$ cat src/rtl/box_pkg.sv
// box_pkg: shared types and constants for the bounding-box tracker.
package box_pkg;

  // Screen coordinate, wide enough for any 10-bit raster position.
  typedef logic [9:0] coord_t;

  // Frame life cycle: wait for (0,0), gather hits, publish results.
  typedef enum logic [1:0] {
    IDLE   = 2'd0,
    ACCUM  = 2'd1,
    COMMIT = 2'd2
  } box_state_e;

  localparam int H_ACTIVE_DEFAULT = 640;
  localparam int V_ACTIVE_DEFAULT = 480;

  // Empty-range seeds: any real coordinate replaces them on the first hit.
  localparam coord_t COORD_INIT_MIN = 10'h3FF;
  localparam coord_t COORD_INIT_MAX = 10'h000;

  // Last on-screen coordinate along an axis with the given active length.
  function automatic coord_t lastCoord(input int activeLen);
    return coord_t'(activeLen - 1);
  endfunction

endpackage

$ cat src/rtl/extent_acc.sv
// extent_acc: running min/max of one coordinate axis over a frame.
// A clear and a sample in the same cycle means "start a new range with this
// value", which is exactly what a frame-start hit at (0,0) needs.
module extent_acc
  import box_pkg::*;
(
  input  logic   i_clk,
  input  logic   i_rst_n,
  input  logic   i_clear,
  input  logic   i_sample,
  input  coord_t i_value,
  output coord_t o_min,
  output coord_t o_max
);

  coord_t r_min;
  coord_t r_max;
  coord_t w_baseMin;
  coord_t w_baseMax;
  coord_t w_nextMin;
  coord_t w_nextMax;

  // Next extents: optionally fall back to the empty range, then fold in the sample.
  always_comb begin
    w_baseMin = i_clear ? COORD_INIT_MIN : r_min;
    w_baseMax = i_clear ? COORD_INIT_MAX : r_max;
    w_nextMin = w_baseMin;
    w_nextMax = w_baseMax;
    if (i_sample) begin
      if (i_value < w_baseMin) begin
        w_nextMin = i_value;
      end
      if (i_value > w_baseMax) begin
        w_nextMax = i_value;
      end
    end
  end

  // Extent registers, reset to the empty range.
  always_ff @(posedge i_clk or negedge i_rst_n) begin
    if (!i_rst_n) begin
      r_min <= COORD_INIT_MIN;
      r_max <= COORD_INIT_MAX;
    end else begin
      r_min <= w_nextMin;
      r_max <= w_nextMax;
    end
  end

  assign o_min = r_min;
  assign o_max = r_max;

endmodule

$ cat src/rtl/box_tracker.sv
// box_tracker: per-frame bounding box, first and last hit of thresholded
// pixels. Results are published once per complete frame and held steady
// for the overlay logic while the next frame is being gathered.
module box_tracker
  import box_pkg::*;
#(
  parameter int H_ACTIVE   = H_ACTIVE_DEFAULT,
  parameter int V_ACTIVE   = V_ACTIVE_DEFAULT,
  parameter int MIN_PIXELS = 16,
  parameter int CNT_W      = 19
) (
  input  logic             Clk,
  input  logic             Reset_n,
  input  logic             pixel_en,
  input  logic [9:0]       DrawX,
  input  logic [9:0]       DrawY,
  input  logic             ABOVE_T,
  output logic [9:0]       tlx,
  output logic [9:0]       tly,
  output logic [9:0]       brx,
  output logic [9:0]       bry,
  output logic [9:0]       topx,
  output logic [9:0]       topy,
  output logic [9:0]       bottomx,
  output logic [9:0]       bottomy,
  output logic             box_valid,
  output logic             frame_done,
  output logic [CNT_W-1:0] hit_count
);

  localparam coord_t           LAST_X  = lastCoord(H_ACTIVE);
  localparam coord_t           LAST_Y  = lastCoord(V_ACTIVE);
  localparam logic [CNT_W-1:0] CNT_MAX = '1;
  localparam logic [CNT_W-1:0] MIN_CNT = CNT_W'(MIN_PIXELS);

  box_state_e r_state;
  box_state_e w_nextState;

  logic w_active;
  logic w_frameStart;
  logic w_frameEnd;
  logic w_clearAcc;
  logic w_acceptSample;
  logic w_sampleHit;
  logic w_commit;
  logic w_meetsMin;

  coord_t w_minX;
  coord_t w_maxX;
  coord_t w_minY;
  coord_t w_maxY;

  logic [CNT_W-1:0] r_cnt;
  logic [CNT_W-1:0] w_cntBase;
  logic             r_firstSeen;
  logic             w_firstSeenBase;
  coord_t           r_firstX;
  coord_t           r_firstY;
  coord_t           r_lastX;
  coord_t           r_lastY;

  // Classify the current raster position: on-screen, frame start, frame end.
  always_comb begin
    w_active     = pixel_en && (DrawX <= LAST_X) && (DrawY <= LAST_Y);
    w_frameStart = w_active && (DrawX == '0) && (DrawY == '0);
    w_frameEnd   = w_active && (DrawX == LAST_X) && (DrawY == LAST_Y);
  end

  // State register.
  always_ff @(posedge Clk or negedge Reset_n) begin
    if (!Reset_n) begin
      r_state <= IDLE;
    end else begin
      r_state <= w_nextState;
    end
  end

  // Next state and accumulator controls; a (0,0) seen mid-frame restarts the frame.
  always_comb begin
    w_nextState    = r_state;
    w_clearAcc     = 1'b0;
    w_acceptSample = 1'b0;
    w_commit       = 1'b0;
    unique case (r_state)
      IDLE: begin
        if (w_frameStart) begin
          w_nextState    = ACCUM;
          w_clearAcc     = 1'b1;
          w_acceptSample = 1'b1;
        end
      end
      ACCUM: begin
        if (w_frameStart) begin
          w_clearAcc     = 1'b1;
          w_acceptSample = 1'b1;
        end else if (w_active) begin
          w_acceptSample = 1'b1;
          if (w_frameEnd) begin
            w_nextState = COMMIT;
          end
        end
      end
      COMMIT: begin
        w_commit    = 1'b1;
        w_nextState = IDLE;
      end
      default: begin
        w_nextState = IDLE;
      end
    endcase
  end

  assign w_sampleHit = w_acceptSample && ABOVE_T;

  // Per-axis extents of the hits in the current frame.
  extent_acc u_extentX (
    .i_clk    (Clk),
    .i_rst_n  (Reset_n),
    .i_clear  (w_clearAcc),
    .i_sample (w_sampleHit),
    .i_value  (DrawX),
    .o_min    (w_minX),
    .o_max    (w_maxX)
  );

  extent_acc u_extentY (
    .i_clk    (Clk),
    .i_rst_n  (Reset_n),
    .i_clear  (w_clearAcc),
    .i_sample (w_sampleHit),
    .i_value  (DrawY),
    .o_min    (w_minY),
    .o_max    (w_maxY)
  );

  // Starting point for this cycle's update: cleared values on a frame start.
  always_comb begin
    w_cntBase       = w_clearAcc ? '0 : r_cnt;
    w_firstSeenBase = w_clearAcc ? 1'b0 : r_firstSeen;
  end

  // Hit counter (saturating) and first/last hit capture in arrival order.
  always_ff @(posedge Clk or negedge Reset_n) begin
    if (!Reset_n) begin
      r_cnt       <= '0;
      r_firstSeen <= 1'b0;
      r_firstX    <= '0;
      r_firstY    <= '0;
      r_lastX     <= '0;
      r_lastY     <= '0;
    end else begin
      r_cnt       <= w_cntBase;
      r_firstSeen <= w_firstSeenBase;
      if (w_clearAcc) begin
        r_firstX <= '0;
        r_firstY <= '0;
        r_lastX  <= '0;
        r_lastY  <= '0;
      end
      if (w_sampleHit) begin
        if (w_cntBase != CNT_MAX) begin
          r_cnt <= w_cntBase + 1'b1;
        end
        if (!w_firstSeenBase) begin
          r_firstX    <= DrawX;
          r_firstY    <= DrawY;
          r_firstSeen <= 1'b1;
        end
        r_lastX <= DrawX;
        r_lastY <= DrawY;
      end
    end
  end

  assign w_meetsMin = (r_cnt >= MIN_CNT);

  // Published results: updated only in the commit cycle; coordinates are kept
  // from the last good frame when too few pixels were seen.
  always_ff @(posedge Clk or negedge Reset_n) begin
    if (!Reset_n) begin
      tlx        <= '0;
      tly        <= '0;
      brx        <= '0;
      bry        <= '0;
      topx       <= '0;
      topy       <= '0;
      bottomx    <= '0;
      bottomy    <= '0;
      box_valid  <= 1'b0;
      frame_done <= 1'b0;
      hit_count  <= '0;
    end else begin
      frame_done <= w_commit;
      if (w_commit) begin
        hit_count <= r_cnt;
        box_valid <= w_meetsMin;
        if (w_meetsMin) begin
          tlx     <= w_minX;
          tly     <= w_minY;
          brx     <= w_maxX;
          bry     <= w_maxY;
          topx    <= r_firstX;
          topy    <= r_firstY;
          bottomx <= r_lastX;
          bottomy <= r_lastY;
        end
      end
    end
  end

endmodule

$ cat config.mk
export PLATFORM = sky130hd
export DESIGN_NAME = box_tracker
export DESIGN_NICKNAME = d
export VERILOG_FILES = /design/src/rtl/box_pkg.sv /design/src/rtl/extent_acc.sv /design/src/rtl/box_tracker.sv
export SDC_FILE = /design/constraint.sdc
export NUM_CORES = 1
export LEC_CHECK = 0
export BUFFER_PORTS_ARGS = -buffer_cell sky130_fd_sc_hd__buf_2
export CORE_ASPECT_RATIO = 0.75
export CORE_MARGIN = 1
export CORE_UTILIZATION = 52
export DETAILED_ROUTE_END_ITERATION = 10
export PLACE_DENSITY = 0.76
export SYNTH_ARGS = -nofsm -noshare
export SYNTH_HDL_FRONTEND = slang
export SYNTH_SLANG_ARGS = --single-unit
$ cat constraint.sdc
create_clock -name Clk -period 3.3 [get_ports Clk]
set_clock_uncertainty 0.1 [all_clocks]
set_input_delay 0.165 -clock Clk [delete_from_list [all_inputs] [get_ports Clk]]
set_output_delay 0.165 -clock Clk [all_outputs]
set_load 0.02 [all_outputs]
==> results of run 1 <==
-- routing by layer --
metal	up-vias	share of wire [%]	global-route usage, %
met2	231	43	38.09
met5	-	0	0
li1	3093	-	-
met1	3432	49	39.90
met4	0	1.5	4.818
met3	22	5.9	3.933
-- critical path, stage by stage, from the launching register on --
cell and delay (ns):
dfrtp_1 0.41, nor4_4 0.33, nand4b_4 0.14, or3_4 0.49, and2_4 0.18, ha_1 0.21
nor2b_4 0.10, o21a_1 0.11, o21ai_1 0.07, a221o_1 0.36, a211oi_4 0.34, buf_6 0.19
mux2i_1 0.22
-- cells in the final DEF (no fill, tap or decap), drive strengths merged, types with 3 or more instances in the layout --
cell,count
and2,5
and3,3
a41oi,3
inv,29
xnor2,8
a211oi,4
o21ai,51
nand4,15
nor3b,3
nor4,13
mux2,98
nor3,10
dlygate4sd3,4
mux2i,35
a21o,9
dfrtp,183
a21oi,9
a221o,3
nand2b,6
ha,39
nor2b,3
nor2,40
clkbuf,36
o21a,3
nand3,47
o211ai,4
buf,210
xor2,3
nand2,41
dfstp,20
o31ai,3
-- logic make-up after synthesis --
family          Yosys count  synth area share, %
flops                   203                56.42
simple gates            196                10.83
mux                     133                16.07
compound gates          101                7.136
buf+inv                  66                3.084
fa+ha+maj                39                5.393
xor+xnor                 11                1.065
-- flip-flops by register name, summed over array words and instances (netlist names) --
signal and flops:
r_firstX 10, hit_count 19, u_extentY.o_max 10, tly 10, bottomx 10, r_cnt 19
tlx 10, r_state 2, r_lastX 10, bottomy 10, bry 10, topx 10
brx 10, r_firstSeen 1, r_firstY 10, box_valid 1, u_extentY.o_min 10, r_lastY 10
u_extentX.o_max 10, u_extentX.o_min 10, frame_done 1, topy 10
-- power breakdown --
group | internal, W | leakage (nW) | switching [W]
Combinational | 0.000607 | 2.93 | 0.000643
Sequential | 0.00289 | 2.66 | 0.000241
Clock | 0.00135 | 0.321 | 0.000924
-- stage by stage --
step	power (W)	hold WS [ns]	cell area, sq um	setup slack [ns]	setup TNS [ns]
6_report	0.006649	0.04905	11470	-0.04857	-0.2222
5_1_grt	0.006973	0.04845	11470	-0.1796	-3.124
4_1_cts	0.006546	0.02122	11150	0.005898	0
3_5_place_dp	0.004261	0.2851	10450	-0.1644	-2.653
3_3_place_gp	0.004208	0.2882	10450	-0.07411	-1.074
2_1_floorplan	0.003742	-0.2306	9089	0.005584	0
-- how the worst max path moves through the flow --
stage | slack (ns) | to | start | depth (start not counted)
after floorplan | 0.006 | u_extentX.o_max[0]$_DFF_PN0_ | DrawX[7] | 15
after global placement | -0.07 | u_extentY.o_max[1]$_DFF_PN0_ | DrawX[4] | 15
after detailed placement | -0.16 | u_extentY.o_max[6]$_DFF_PN0_ | DrawX[7] | 14
after CTS | 0.006 | u_extentX.o_min[8]$_DFF_PN1_ | r_state[1]$_DFFE_PN0P_ | 14
after global routing | -0.18 | u_extentY.o_max[6]$_DFF_PN0_ | r_state[1]$_DFFE_PN0P_ | 13
final | -0.05 | u_extentY.o_max[5]$_DFF_PN0_ | r_state[1]$_DFFE_PN0P_ | 12
-- repair_timing --
action,in CTS,in global routing
buffers inserted,0,9
gates resized for setup,1,56
cloned,0,1
pin swaps,0,19
hold endpoints to repair,104,0
endpoints found under the setup margin,9,35
hold buffers,4,0
-- final cells by class --
class / count / share of cell area, %
sequential: 203 / 44.49
tap: 215 / 2.344
timing repair buffer: 216 / 12.09
clock inverter: 3 / 0.3816
clock buffer: 34 / 5.354
inverter: 28 / 0.9159
multi-input combinational: 480 / 34.42
==> reports/qor.csv, run 1 <==
metric;value;unit
drive_gt1_share;41.60;%
synthCells;749;
vias_per_cell;5.749;
dominantRegCellSynth;dfrtp_1;
fp.dieArea;0.01794;sq mm
cts-root-buf;clkbuf_16;
hold_viol;0;
place_congestion;0.9205;
min_from;DrawX[5];
syn_nets;812;
clk_latency;0.50;ns
ys_ff_latch;203;
cts.sinks;203;
yosysWarnings;0;
first_global_vias;6466;
pwr_density_cell;579.5;mW/mm^2
antenna_found_initial;1;
cts_made_buffers;21;
grt.overflow.total;0;
rsz0062_at_grt;yes;
drv_slew;0;
yosysTopAreaCell;dfrtp_1;
htreeDepth;1;
post-synth-top-count-cell;dfrtp_1;
io_buffers;124;
worstHoldEndpoint;u_extentX.o_min[5]$_DFF_PN1_;
synth.avg_cell_area;12.08;sq um
fmax;298.6;MHz
worst_r2r_path_depth;12;
synth_cell_types;52;
ant_nets;0;
grt_start_max_net_pins;122;
crit_fanout;8;
drt-total-wl;22.65;mm
drt_iter0_markers;513;
synth_top_area_share;50.62;%
stdcell_count;1179;
synth_area_leaders;dfrtp_1 51%, mux2_2 12%, dfstp_2 5.8%, ha_1 5.4%, mux2i_1 3.9%;
num_antenna_cells;0;
status;finished, violations left;
vias;6778;
first_pass_iters;5;
clk_pin_slew;0.07;ns
register_area;0.005105;sq mm
slew_headroom;23.01;%
r2r-start;r_state[1]$_DFFE_PN0P_;
wire_per_inst;19.21;um
worst-setup-path-type;flop to flop;
violations;setup timing;
dieHeight;116.2;um
hold_depth;4;
grt_usage;25.56;%
hp-class;input port to flop;
die_x;154.3;um
critical_path_required;3.62;ns
setup_violations;10;
drc;0;
worstReg2RegEnd;u_extentY.o_max[5]$_DFF_PN0_;
timing.final.crit_period;3.349;ns
grt_first_pass_wirelength;35.51;mm
cp-end-kind;flop;
fin_util;67.78;%
fin_ws;-0.04857;ns
start_util;53.44;%
dp_hpwl;15.79;mm
finalCritPeriodShare;101.5;%
async_flop_share;100.0;%
cts.path.max_buffers;3;
rows;41;
netlist_top_cells_count;183 x dfrtp_1, 98 x mux2_2, 49 x o21ai_0;
multi_input_area;0.003950;sq mm
tightestPinTransition;1.155;ns
max_cap_viol_count;0;
synth-seq-area-share;56.42;%
netlist_area;0.009047;sq mm
io_pins;125;
cp.arrival;3.67;ns
r2r_slack;-0.05;ns
ir_drop;0.0003277;V
syn_to_final_growth;26.83;%
startpoint_type;flop;
cts_tree;yes;
fillers;1244;
fin_nets;1013;
placed_cells;1128;
p_leak;5.918;nW
synth-edff-count;0;
coreArea;0.01693;sq mm
Note: power is estimated with default switching activity, not from simulation.
==> inputs of run 2 (changes only) <==
--- a/config.mk
+++ b/config.mk
@@ -6,11 +6,13 @@
 export NUM_CORES = 1
 export LEC_CHECK = 0
 export BUFFER_PORTS_ARGS = -buffer_cell sky130_fd_sc_hd__buf_2
+export CELL_PAD_IN_SITES_DETAIL_PLACEMENT = 0
+export CELL_PAD_IN_SITES_GLOBAL_PLACEMENT = 1
 export CORE_ASPECT_RATIO = 0.75
 export CORE_MARGIN = 1
-export CORE_UTILIZATION = 52
+export CORE_UTILIZATION = 42
 export DETAILED_ROUTE_END_ITERATION = 10
-export PLACE_DENSITY = 0.76
+export PLACE_DENSITY_LB_ADDON = 0.1
 export SYNTH_ARGS = -nofsm -noshare
 export SYNTH_HDL_FRONTEND = slang
 export SYNTH_SLANG_ARGS = --single-unit
==> reports/qor.csv, run 2 (same netlist as run 1, synthesis figures left out) <==
metric;value;unit
status;finished clean;
drc;0;
startpoint_type;flop;
fin_nets;1032;
cp-end-kind;flop;
drive_gt1_share;42.84;%
first_global_vias;6827;
r2r_slack;0.05;ns
use_met2;32.51;%
ant_nets;0;
grt-busiest-layer;met1;
wire_per_inst;19.58;um
cp.arrival;3.58;ns
rows;46;
io_buffers;124;
grt_start_max_net_pins;86;
max_cap_viol_count;0;
placed_cells;1215;
num_antenna_cells;0;
final_common_cell;dfrtp_1;
hp-class;input port to flop;
p_comb_share;19.5;%
hold_viol;0;
vias;6686;
switching_share;26.95;%
fin_ws;0.04991;ns
cts.path.max_buffers;3;
drt-total-wl;24.92;mm
vias_per_cell;5.252;
coreArea;0.02112;sq mm
tightestPinTransition;0.7935;ns
critical_path_required;3.63;ns
power.internal;0.005337;W
cts.sinks;203;
slew_headroom;46.61;%
pre_cts_ws;-0.2665;ns
top_regs;hit_count: 19 flops, r_cnt: 19 flops;
pwr-share-clk;37.6;%
finalCritPeriodShare;98.49;%
cts_tree;yes;
rsz0062_at_grt;yes;
worst-setup-path-type;flop to flop;
clk_pin_slew;0.07;ns
die_x;171.5;um
first_pass_iters;5;
fin_util;56.08;%
p_switching;0.001969;W
grt_usage;23.02;%
met1_usage;35.87;%
p_seq_share;42.9;%
ir_drop;0.0002728;V
hold_depth;4;
p_leak;6.072;nW
fmax;307.7;MHz
dp_hpwl;17.62;mm
worst_r2r_path_depth;15;
stdcell_count;1273;
htreeDepth;1;
pwr_density_cell;616.7;mW/mm^2
start_util;42.83;%
fillers;1827;
cts-root-buf;clkbuf_16;
use_met3;4.154;%
timing.final.crit_period;3.250;ns
grt_first_pass_wirelength;38.93;mm
grt.overflow.total;0;
drv_slew;0;
cts_made_buffers;22;
antenna_found_initial;0;
dieHeight;129.1;um
fp.dieArea;0.02214;sq mm
crit_fanout;6;
clk_latency;0.51;ns
drt_iter0_markers;440;
io_pins;125;
layout_common_cells;183 x dfrtp_1, 123 x buf_2, 98 x mux2_2;
place_congestion;0.8553;
syn_to_final_growth;30.94;%
setup_violations;0;
==> run 2: cell types whose count changed in the layout (fill, tap and decap cells not counted), moves of 3 or more <==
cell,previous run,this run
buf_6,4,8
clkbuf_1,9,3
a21oi_1,6,3
o21ai_0,44,47
buf_4,79,89
nor3_1,7,10
nor2_1,37,33
o21ai_1,7,2
nor3_2,3,0
a21oi_2,3,6
bufinv_16,1,5
==> run 2: metal layers <==
metal / share of wire, % / vias to the layer above / wire length (um)
met5: 0 / - / 0
met4: 1.8 / 0 / 439
met3: 5.5 / 32 / 1369
met2: 42 / 188 / 10530
met1: 50 / 3332 / 12580
li1: - / 3134 / -
==> run 2: final timing paths <==
path	startpoint	endpoint
worst max-delay path	r_state[1]$_DFFE_PN0P_	u_extentX.o_min[2]$_DFF_PN1_
worst min-delay path	DrawX[5]	u_extentX.o_min[5]$_DFF_PN1_
worst max register to register	r_state[1]$_DFFE_PN0P_	u_extentX.o_min[2]$_DFF_PN1_
worst min register to register	hit_count[18]$_DFFE_PN0P_	hit_count[18]$_DFFE_PN0P_
max in group asynchronous	Reset_n	u_extentX.o_min[1]$_DFF_PN1_
min in group asynchronous	Reset_n	frame_done$_DFF_PN0_
==> run 2: timing repair <==
| action | in CTS | in global routing |
|---|---|---|
| setup endpoints to repair | 41 | 44 |
| hold buffers | 6 | 0 |
| gates resized for setup | 27 | 23 |
| cloned | 2 | 0 |
| endpoints found under the hold margin | 81 | 0 |
| setup buffers | 9 | 3 |
| pin swaps | 19 | 29 |
==> run 2: critical path, cell delays in order (launching register included) <==
cell and delay, ns:
dfrtp_1 0.43, nor4_4 0.21, nand4b_4 0.14, buf_6 0.14
or2_4 0.24, nor2_4 0.19, buf_12 0.17, nor2_2 0.05
ha_1 0.28, a21o_1 0.16, a21o_1 0.17, a21oi_2 0.16
o21ai_2 0.08, a211o_1 0.31, buf_6 0.15, mux2i_1 0.18
==> run 2: through the flow <==
stage	instance area (sq um)	setup TNS (ns)	hold WS, ns	power, W
3_3_place_gp	10660	-5.770	0.1566	0.004318
2_1_floorplan	9089	0	-0.2306	0.003742
6_report	11850	0	0.03770	0.007306
4_1_cts	11780	-0.01778	0.01971	0.007261
3_5_place_dp	10660	-7.871	0.1790	0.004381
5_1_grt	11850	-0.6832	0.06353	0.007674
==> run 2: final cells by class <==
cell class / count / area (sq um) / share of cell area, %
Sequential cell: 203 / 5105 / 43.09
Multi-Input combinational cell: 480 / 3881 / 32.76
Timing Repair Buffer: 234 / 1578 / 13.32
Clock buffer: 29 / 616.8 / 5.207
Tap cell: 288 / 360.3 / 3.042
Clock inverter: 11 / 200.2 / 1.690
Inverter: 28 / 105.1 / 0.8872
==> run 2: power groups by stage <==
stage	Clock, W	Sequential (W)	Combinational, W
final	0.00275	0.00314	0.00142
after detailed placement	0	0.00316	0.00122
after global placement	0	0.00316	0.00116
after global routing	0.00291	0.00318	0.00159
after CTS	0.00280	0.00313	0.00133
after floorplan	0	0.00304	0.000699
==> inputs of run 3 (changes only) <==
--- a/config.mk
+++ b/config.mk
@@ -12,7 +12,7 @@
 export CORE_MARGIN = 1
 export CORE_UTILIZATION = 42
 export DETAILED_ROUTE_END_ITERATION = 10
-export PLACE_DENSITY_LB_ADDON = 0.1
+export PLACE_DENSITY = 0.81
 export SYNTH_ARGS = -nofsm -noshare
 export SYNTH_HDL_FRONTEND = slang
 export SYNTH_SLANG_ARGS = --single-unit
==> reports/qor.csv, run 3 (same netlist as run 1, synthesis figures left out) <==
metric;value;unit
p_leak;5.961;nW
max_stage_delay;0.41;ns
critical_path_required;3.61;ns
rows;46;
first_pass_iters;5;
ir_drop;0.0003797;V
grt_usage;20.96;%
path_cells;nor4_4 > nand4b_4 > or2_4 > nor2_4 > clkbuf_16 > buf_12 > nor2_4 > ha_4 > a21o_1 > a21o_1 > a21oi_2 > o21ai_1 > a211o_1 > buf_6 > mux2i_2;
startpoint_type;flop;
setup_violations;3;
cpMaxStageDelayCell;dfrtp_1;
grt.overflow.total;0;
drt-total-wl;23.65;mm
drc;0;
pwr_density_cell;581.7;mW/mm^2
hp-class;input port to flop;
finalCritPeriodShare;100.6;%
fin_util;55.46;%
grt_first_pass_wirelength;35.88;mm
layout_common_cells;183 x dfrtp_1, 123 x buf_2, 97 x mux2_2;
setup_tns;-0.03221;ns
cts-root-buf;clkbuf_16;
cts_made_buffers;21;
final_common_cell;dfrtp_1;
vias;6651;
register_area;0.005105;sq mm
slew_headroom;41.05;%
grt_start_max_net_pins;108;
cts.path.max_buffers;3;
drv_slew;0;
drive_gt1_share;42.33;%
cp_num_buf_inv;3;
place_congestion;0.9223;
vias_per_cell;5.283;
timing.final.crit_period;3.321;ns
ant_nets;0;
crit_fanout;6;
final_area;0.01172;sq mm
cp-end-kind;flop;
num_antenna_cells;0;
status;finished, violations left;
cts_tree;yes;
totalPowerFinal;0.006814;W
dieHeight;129.1;um
first_global_vias;6393;
cp.arrival;3.63;ns
tightestPinTransition;0.8842;ns
wire_per_inst;18.79;um
r2r_slack;-0.02;ns
max_cap_viol_count;0;
violations;setup timing;
multi_input_area;0.003989;sq mm
dp_hpwl;16.27;mm
clk_pin_slew;0.06;ns
top_regs;hit_count: 19 flops, r_cnt: 19 flops;
antenna_found_initial;1;
timing.hold.ws;0.01497;ns
start_util;42.83;%
drt_iter0_markers;467;
rsz0062_at_grt;yes;
io_buffers;124;
fillers;1766;
fin_ws;-0.02060;ns
fp.dieArea;0.02214;sq mm
clk_latency;0.50;ns
io_pins;125;
coreArea;0.02112;sq mm
worst-setup-path-type;flop to flop;
placed_area;0.01056;sq mm
fmax;301.2;MHz
critical_path.top_delay_family;simple AND/OR/NAND/NOR gates;
fin_nets;1019;
die_x;171.5;um
syn_to_final_growth;29.48;%
cts.sinks;203;
hold_viol;0;
htreeDepth;1;
[run 3: cell types whose count changed in the layout (fill, tap and decap cells not counted), sizes merged]
cell         change
clkbuf           +5
buf             -13
dlygate4sd3      -2
bufinv           -3
or3              +1
clkinvlp         -2
[run 3: cell type report]
class | count | area share, %
tap | 288 | 3.076
multi-input combinational | 481 | 34.05
clock buffer | 32 | 5.009
clock inverter | 6 | 0.7476
timing repair buffer | 221 | 12.65
sequential | 203 | 43.58
inverter | 28 | 0.8971
[run 3: repair_timing]
item	4_1_cts	5_1_grt
pin swaps	0	14
hold buffers	4	0
hold endpoints to repair	90	0
cloned	0	4
setup buffers	0	9
endpoints found under the setup margin	15	38
gates resized for setup	1	60
[run 3: final timing paths]
path                       cells after the start                    from                      endpoint
max in group asynchronous                      3                 Reset_n  u_extentY.o_min[9]$_DFF_PN1_
min in group asynchronous                      2                 Reset_n          frame_done$_DFF_PN0_
hold / removal                                 4                DrawX[5]  u_extentX.o_min[5]$_DFF_PN1_
setup / recovery                              15  r_state[1]$_DFFE_PN0P_  u_extentX.o_min[3]$_DFF_PN1_
setup reg to reg                              15  r_state[1]$_DFFE_PN0P_  u_extentX.o_min[3]$_DFF_PN1_
hold reg to reg                                1   box_valid$_DFFE_PN0P_         box_valid$_DFFE_PN0P_
[run 3: stage by stage]
| step | instances | worst slack (ns) |
|---|---|---|
| after CTS | 1246 | 0.03021 |
| after global routing | 1259 | -0.1225 |
| final | 1259 | -0.02060 |
| after global placement | 1204 | -0.07041 |
| after floorplan | 749 | 0.005584 |
| after detailed placement | 1204 | -0.1692 |
[run 3: report_power, final]
| part | leakage (nW) | internal (W) | switching [W] |
|---|---|---|---|
| clock | 0.329 | 0.00139 | 0.000954 |
| combinational | 2.97 | 0.000669 | 0.000670 |
| sequential | 2.66 | 0.00289 | 0.000245 |
| total | 5.96 | 0.00495 | 0.00187 |
[run 3: worst reg2reg max path, cell delays in order, from the launching register on]
cell	delay, ns
dfrtp_1	0.41
nor4_4	0.35
nand4b_4	0.15
or2_4	0.27
nor2_4	0.21
clkbuf_16	0.21
buf_12	0.10
nor2_4	0.03
ha_4	0.23
a21o_1	0.17
a21o_1	0.16
a21oi_2	0.13
o21ai_1	0.10
a211o_1	0.27
buf_6	0.16
mux2i_2	0.18
[run 3: metal layers]
layer  vias up  track usage, %  part of all wire [%]
met4         0           5.042                   1.7
met2       180           29.84                    42
met3        30           4.490                   5.7
li1       3129               -                     -
met1      3312           32.22                    50
met5         -               0                     0
